[src/rtl/seq_signed_divider_pkg.sv]
// Shared definitions for the sequential signed divider: FSM encoding, default width, magnitude helper.
package div_pkg;

    localparam int N_DEF = 8;

    localparam logic [1:0] ST_IDLE = 2'd0;
    localparam logic [1:0] ST_RUN  = 2'd1;
    localparam logic [1:0] ST_FIX  = 2'd2;

    // Magnitude of an n-bit two's-complement value held in the low bits of v.
    // The most negative value maps to 2^(n-1), which still fits in n unsigned bits.
    function automatic logic [63:0] abs_n(input logic [63:0] v, input int unsigned n);
        logic [63:0] mask;
        logic [63:0] r;
        mask = (n >= 64) ? '1 : ((64'd1 << n) - 64'd1);
        r    = v & mask;
        if (r[n-1]) begin
            r = (~r + 64'd1) & mask;
        end
        return r;
    endfunction

endpackage

[src/rtl/seq_signed_divider_shift_right.sv]
// Divisor shift register: load places the value at the top of a 2N-1 bit field, en shifts right by one.
// Single-cycle update; load has priority over en, no backpressure.
module shift_right
    import div_pkg::*;
#(
    parameter int N = N_DEF
) (
    input  logic           clk,
    input  logic           rst,
    input  logic           load,
    input  logic           en,
    input  logic [N-1:0]   load_val,
    output logic [2*N-2:0] q
);

    always_ff @(posedge clk) begin
        if (rst) begin
            q <= '0;
        end else if (load) begin
            q <= {load_val, {(N-1){1'b0}}};
        end else if (en) begin
            q <= q >> 1;
        end
    end

endmodule

[src/rtl/seq_signed_divider.sv]
// Sequential signed restoring divider, one quotient bit per clock; done pulses N+2 cycles after start (2 for /0).
// start is only taken in IDLE; requests while busy are dropped, not queued.
module seq_signed_divider
    import div_pkg::*;
#(
    parameter int N = N_DEF
) (
    input  logic         clk,
    input  logic         rst,
    input  logic         start,
    input  logic [N-1:0] dividend,
    input  logic [N-1:0] divisor,
    output logic         busy,
    output logic         done,
    output logic [N-1:0] quotient,
    output logic [N-1:0] remainder,
    output logic         div_by_zero,
    output logic         overflow
);

    localparam int W  = 2*N - 1;
    localparam int CW = (N > 2) ? $clog2(N) : 1;
    localparam logic [CW-1:0] CNT_LAST = CW'(N - 1);
    localparam logic [N-1:0]  MIN_MAG  = {1'b1, {(N-1){1'b0}}};

    logic [1:0]    state;
    logic [1:0]    state_nxt;
    logic [W-1:0]  rem_reg;
    logic [W-1:0]  div_reg;
    logic [N-1:0]  q_reg;
    logic [N-1:0]  dvd_reg;
    logic [CW-1:0] cnt;
    logic          sign_q;
    logic          sign_r;
    logic          dz;
    logic          accept;
    logic          rem_ge;
    logic [N-1:0]  dvd_mag;
    logic [N-1:0]  dsr_mag;

    assign accept  = (state == ST_IDLE) && start;
    assign rem_ge  = (rem_reg >= div_reg);
    assign dvd_mag = N'(abs_n(64'(dividend), N));
    assign dsr_mag = N'(abs_n(64'(divisor), N));

    shift_right #(.N(N)) u_div_shift (
        .clk      (clk),
        .rst      (rst),
        .load     (accept),
        .en       (state == ST_RUN),
        .load_val (dsr_mag),
        .q        (div_reg)
    );

    always_ff @(posedge clk) begin
        if (rst) begin
            state <= ST_IDLE;
        end else begin
            state <= state_nxt;
        end
    end

    always_comb begin
        state_nxt = state;
        case (state)
            ST_IDLE: if (start) state_nxt = (divisor == '0) ? ST_FIX : ST_RUN;
            ST_RUN:  if (cnt == CNT_LAST) state_nxt = ST_FIX;
            ST_FIX:  state_nxt = ST_IDLE;
            default: state_nxt = ST_IDLE;
        endcase
    end

    always_comb begin
        busy = (state != ST_IDLE);
    end

    always_ff @(posedge clk) begin
        if (rst) begin
            rem_reg     <= '0;
            q_reg       <= '0;
            dvd_reg     <= '0;
            cnt         <= '0;
            sign_q      <= 1'b0;
            sign_r      <= 1'b0;
            dz          <= 1'b0;
            done        <= 1'b0;
            quotient    <= '0;
            remainder   <= '0;
            div_by_zero <= 1'b0;
            overflow    <= 1'b0;
        end else begin
            done <= 1'b0;
            case (state)
                ST_IDLE: begin
                    if (start) begin
                        sign_q      <= dividend[N-1] ^ divisor[N-1];
                        sign_r      <= dividend[N-1];
                        rem_reg     <= W'(dvd_mag);
                        q_reg       <= '0;
                        cnt         <= '0;
                        dvd_reg     <= dividend;
                        dz          <= (divisor == '0);
                        div_by_zero <= 1'b0;
                        overflow    <= 1'b0;
                    end
                end
                ST_RUN: begin
                    if (rem_ge) begin
                        rem_reg <= rem_reg - div_reg;
                    end
                    q_reg <= {q_reg[N-2:0], rem_ge};
                    cnt   <= cnt + 1'b1;
                end
                ST_FIX: begin
                    done <= 1'b1;
                    if (dz) begin
                        quotient    <= '1;
                        remainder   <= dvd_reg;
                        div_by_zero <= 1'b1;
                    end else begin
                        quotient  <= sign_q ? -q_reg : q_reg;
                        remainder <= sign_r ? -rem_reg[N-1:0] : rem_reg[N-1:0];
                        // A positive magnitude of 2^(N-1) cannot be represented; it wraps to the minimum.
                        overflow  <= (q_reg == MIN_MAG) && !sign_q;
                    end
                end
                default: ;
            endcase
        end
    end

endmodule

[config.mk]
export PLATFORM = sky130hd
export DESIGN_NAME = seq_signed_divider
export DESIGN_NICKNAME = d
export VERILOG_FILES = /design/src/rtl/seq_signed_divider_pkg.sv /design/src/rtl/seq_signed_divider_shift_right.sv /design/src/rtl/seq_signed_divider.sv
export SDC_FILE = /design/constraint.sdc
export NUM_CORES = 1
export LEC_CHECK = 0
export CAP_MARGIN = 20
export CORE_AREA = 2 2 109 111
export CTS_CLUSTER_SIZE = 10
export DETAILED_ROUTE_END_ITERATION = 6
export DIE_AREA = 0 0 111 113
export MAX_ROUTING_LAYER = met4
export SLEW_MARGIN = 20
export SYNTH_ARGS = -nofsm -noshare
export SYNTH_HDL_FRONTEND = slang
export SYNTH_HIERARCHICAL = 1
export SYNTH_SLANG_ARGS = --single-unit
[constraint.sdc]
create_clock -name clk -period 3.9 [get_ports clk]
set_clock_uncertainty 0.1 [all_clocks]
set_input_delay 0.78 -clock clk [delete_from_list [all_inputs] [get_ports clk]]
set_output_delay 0.78 -clock clk [all_outputs]
set_load 0.05 [all_outputs]
After elaboration in Yosys (flattened, before gate mapping)
Cells that the tools add are included.
Widths: inputs -> output; s select.
{ "classes": {"add_sub_neg": 6, "n_lt_le_gt_ge": 1, "eq_ne": 9, "n_mux": 25, "bitwise_logic": 3, "n_reduce_logical": 16} }
{ "op_table": {"columns": ["cell", "n"], "rows": [
  ["$mux 15", 4],
  ["$mux 8", 7],
  ["$pmux 15 s2", 1],
  ["$add 8x1->8 const B", 2],
  ["$neg 8->8", 2],
  ["$not 8->8", 2],
  ["$pmux 8 s2", 1],
  ["$ge 15x15->1", 1],
  ["$sub 15x15->15", 1],
  ["$ne 2x2->1 const B", 5],
  ["$reduce_and 3->1", 3],
  ["$eq 8x8->1 const B", 1],
  ["$logic_not 8->1", 1],
  ["$reduce_bool 2->1", 4],
  ["$mux 2", 3],
  ["$pmux 3 s2", 1],
  ["$reduce_and 2->1", 3],
  ["$mux 1", 4],
  ["$pmux 1 s2", 2],
  ["$pmux 2 s2", 1],
  ["$add 3x1->3 const B", 1],
  ["$eq 3x3->1 const B", 1],
  ["$mux 3", 1],
  ["$eq 2x1->1 const B", 1],
  ["6 further kinds", 7]
]} }
{ "word_totals": {"regBits": 73, "inputBits": 19, "output_inout_bits": 20, "wordCells": 75} }

Longest topological paths before layout
{ "depth": {"depth_word": 5, "ltp_mapped": 10, "mapped_depth_nobuf": 10} }

Hierarchy
Netlist, hierarchy kept.
{ "modules_own_cells": {"columns": ["mod", "instances", "cells_each", "area_per_inst_um2", "seq_area_each_um2"], "rows": [
  ["seq_signed_divider", 1, 496, 3799.9, 1141.1],
  ["shift_right", 1, 60, 635.6, 300.3]
]} }

Worst setup path before layout
OpenSTA, ideal clock, no wires.
{ "synth_path": {"kind": "flip-flop to flip-flop", "from": "register u_div_shift.q[9]", "to": "register rem_reg[5]", "arrival_time_ns": 2.140, "setup_slack_ns": 1.539, "path_stages_with_launch": 10, "path_buffers": 1, "synth_period_minus_slack_ns": 2.361, "path_cell_list": "dfxtp_1 > inv_1 > ha_1 > and3_4 > nor2b_4 > a21o_1 > o211a_1 > buf_6 > nor3_4 > mux2_4"} }
{ "synth_between": {"elab_chain_cells": 3} }
{ "synth_lines": {"columns": ["element", "line_no", "text"], "rows": [
  ["start: declaration", "seq_signed_divider_shift_right.sv:13", "output logic [2*N-2:0] q"],
  ["start signal: assignment", "seq_signed_divider_shift_right.sv:20", "q <= {load_val, {(N-1){1'b0}}};"],
  ["start signal: assignment", "seq_signed_divider_shift_right.sv:22", "q <= q >> 1;"],
  ["$ge 15x15->1", "seq_signed_divider.sv:42", "assign rem_ge = (rem_reg >= div_reg);"],
  ["$ne 2x2->1 (no source line)", null, null],
  ["$reduce_and 3->1 (no source line)", null, null],
  ["end signal: assignment", "seq_signed_divider.sv:98", "rem_reg <= W'(dvd_mag);"],
  ["end signal: assignment", "seq_signed_divider.sv:109", "rem_reg <= rem_reg - div_reg;"],
  ["end: declaration", "seq_signed_divider.sv:28", "logic [W-1:0] rem_reg;"]
]} }
Every way passes these cells.
A chain may end at the register's enable or synchronous reset.

Final worst setup path
{ "layout_path": {"from": "register rem_reg[7]", "to": "register rem_reg[5]"} }
{ "layout_between": {"elab_chain_cells": 3} }
{ "layout_lines": {"columns": ["element", "line_no"], "rows": [
  ["$ge 15x15->1", "seq_signed_divider.sv:42"],
  ["$ne 2x2->1 (no source line)", null],
  ["$reduce_and 3->1 (no source line)", null]
]} }
Every way passes these cells.

==> impl_metrics.env <==
export IMPL_status="finished, final reports clean"
export IMPL_p_leak_nw=1.94
export IMPL_die_w_um=111
export IMPL_crit_family="simple AND/OR/NAND/NOR gates"
export IMPL_endpoint_kind="register"
export IMPL_area_delta_synth_final_pct=16.8
export IMPL_synthFlopType="dfxtp_1"
export IMPL_crit_path_max_incr_delay_ps=460
export IMPL_max_cap_violations=0
export IMPL_synth_edf_count=0
export IMPL_p_sw_share_pct=35.8
export IMPL_dpl_cell_area_sq_um=4860
export IMPL_cts_resized=0
export IMPL_drc_errors=0
export IMPL_start_util_pct=39.3
export IMPL_fin_area_sq_um=5180
export IMPL_std_cell_rows=39
export IMPL_dpl_worst_slack_ps=1120
export IMPL_antenna_found_initial=0
export IMPL_maxSlewViolCount=0
export IMPL_setup_tns_ps=0
export IMPL_grtUsageMet2_pct=30.0
export IMPL_ctsHoldBuffers=0
export IMPL_whs_ps=355
export IMPL_overflow=0
export IMPL_ant_nets=0
export IMPL_arrival_ps=2830
export IMPL_criticalPathCategory="register to register"
export IMPL_setup_viol=0
export IMPL_cp_max_fo=10
export IMPL_fmax_mhz=370
export IMPL_syn_inst=556
export IMPL_hold_viol=0
export IMPL_ios=39
export IMPL_grt_pass1_vias=3818
export IMPL_hp_class="register to register"
export IMPL_ff_latch_area_sq_um=1440
export IMPL_grt_max_degree=68
export IMPL_setup_ws_ps=1200
export IMPL_fp_coreArea_sq_um=11300
export IMPL_p_per_area_nw_per_um2=556
export IMPL_yosysTopAreaCell="dfxtp_1"
export IMPL_wl_per_cell_um=14.9
export IMPL_cts_setup_buffers=0
export IMPL_worst_slew_pin_transition_ps=769
export IMPL_path_clk_slew_ps=60
export IMPL_syn_nets=597
export IMPL_grt_busiest_layer="met2"
export IMPL_drt_vias_per_instance=5.44
export IMPL_path_buf_inv=0
export IMPL_die_height_um=113
export IMPL_async_flop_share_pct=0
export IMPL_grtUsageMet3_pct=4.02
export IMPL_crit_chain="ha_1 -> and3_4 -> nor2b_4 -> a21o_1 -> o211a_1 -> nor3_4 -> mux2_4"
export IMPL_grt_pass1_wl_um=18400
export IMPL_pwr_share_seq_pct=30.3
export IMPL_netSwitchingPower_mw=1.03
export IMPL_fin_util_pct=46.0
export IMPL_avgSynthCellArea_sq_um=7.98
export IMPL_firstDrtPassIters=4
export IMPL_cp_required_ps=4030
export IMPL_cts_sinks=72
export IMPL_ys_types=72
export IMPL_clockRootBuffer="clkbuf_16"
export IMPL_dp_hpwl_um=7730
export IMPL_nFillCells=1132
export IMPL_synth_area_leaders="dfxtp_1, nand2_1, ha_1, a21oi_1, xnor2_1"
export IMPL_finalWeightedCongestion=0.892
export IMPL_drtIter0Drc=250
export IMPL_rsz0062_at_grt="false"
export IMPL_multi_input_comb_area_sq_um=2700
export IMPL_p_int_mw=1.85
export IMPL_ys_ff_latch=72
export IMPL_syn_area_sq_um=4440
export IMPL_pwr_share_comb_pct=38.8
export IMPL_yosysTopAreaCellShare_pct=32.5
export IMPL_rrSetupSlack_ps=1200
export IMPL_yosys_warnings=6
export IMPL_nets=615
export IMPL_cts_tree="done"
export IMPL_slew_headroom_pct=48.7
export IMPL_insertedDiodeCount=0
export IMPL_ctsHtreeMaxLevel=3
export IMPL_peakVddDrop_mv=0.278
export IMPL_drt_total_wl_um=10700
export IMPL_cp_start_kind="register"
export IMPL_grt_use_total_pct=18.3
export IMPL_final_period_utilization_pct=69.2
export IMPL_num_vias=3928
export IMPL_gr_usage_met1_pct=22.7
export IMPL_numPortBuffers=38
export IMPL_cts_buffers=9
export IMPL_worst_path_max_delay_cell="dfxtp_1"
export IMPL_insertion_delay_ps=340
export IMPL_cts_buffer_depth=2
export IMPL_synth_seq_area_share_pct=32.5
export IMPL_dieArea_sq_um=12500
export IMPL_drive_gt1_share_pct=7.08
export IMPL_clockPowerShare_pct=31.0
export IMPL_period_needed_ps=2700
[synthesized netlist by cell type, types with 3 or more instances]
library cell	n
a211oi_1	13
nand3_1	14
nor3_1	11
nand4_1	7
o211ai_1	7
a21o_1	4
nand2_1	80
inv_1	30
and3_1	3
xnor2_1	22
nor2b_1	13
clkbuf_1	26
dfxtp_1	72
o21ai_0	20
buf_1	4
o22ai_1	7
ha_1	21
buf_2	3
a21oi_1	45
a31oi_1	7
a311oi_1	6
nand2b_1	9
o31ai_1	9
o21a_1	3
mux2i_1	18
or3_1	3
xor2_1	7
nor2_1	39
[final cells by class]
cell class	count	area share (%)
clock buffer	11	4.69
multi-input combinational	416	52.1
sequential	72	27.8
tap	143	3.45
inverter	31	2.25
clock inverter	5	1.55
timing repair buffer	44	8.12
[tightest hold or removal path, stage by stage (launching register included)]
cell and delay, ps:
dfxtp_1 310, nand2_1 50, a21oi_1 50
[stage by stage]
step | power (mW) | std cells
floorplan | 1.76 | 556
global placement | 1.97 | 706
detailed placement | 1.99 | 706
CTS | 2.89 | 722
global route | 3.08 | 722
finish | 2.88 | 722
[power by group through the flow]
stage	clock (mW)	sequential (mW)	combinational [mW]
floorplan	0	0.856	0.901
detailed placement	0	0.886	1.10
global route	0.944	0.881	1.25
finish	0.892	0.872	1.12
global placement	0	0.884	1.09
CTS	0.911	0.870	1.11
[cell families (layout without fill, tap and decap cells)]
group           count (synthesis)  in the layout  synth area share [%]
simple gates                  202            202                  22.3
compound gates                144            144                  22.1
flops                          72             72                  32.5
buf+inv                        68             91                  6.63
xor+xnor                       29             29                  5.73
fa+ha+maj                      22             22                  6.38
mux                            19             19                  4.40
[layer usage]
metal  up-vias  part of all wire, %
met5         -                    0
met4         0                  1.5
met3        17                  4.6
met2        80                   47
met1      1820                   47
li1       2011                    -
[path summary, 6_finish.rpt]
| path | start | endpoint | cells after the start |
|---|---|---|---|
| worst max-delay path | rem_reg[7] | rem_reg[5] | 7 |
| worst min-delay path | remainder[3] | remainder[3] | 2 |
| worst max register to register | rem_reg[7] | rem_reg[5] | 7 |
| worst min register to register | remainder[3] | remainder[3] | 2 |
[cell usage in the layout, fill, tap and decap left out, types with 9 or more instances in the layout]
| cell | netlist | final |
|---|---|---|
| o21ai_0 | 20 | 20 |
| inv_1 | 30 | 30 |
| a21oi_1 | 45 | 45 |
| nand2_1 | 80 | 80 |
| nand3_1 | 14 | 14 |
| nor2_1 | 39 | 39 |
| clkbuf_16 | 0 | 9 |
| clkdlybuf4s50_1 | 0 | 37 |
| dfxtp_1 | 72 | 72 |
| xnor2_1 | 22 | 22 |
| ha_1 | 21 | 21 |
| nor2b_1 | 13 | 13 |
| a211oi_1 | 13 | 13 |
| mux2i_1 | 18 | 18 |
| nand2b_1 | 9 | 9 |
| nor3_1 | 11 | 11 |
| o31ai_1 | 9 | 9 |
No activity file was read; power rests on OpenSTA's default activity.
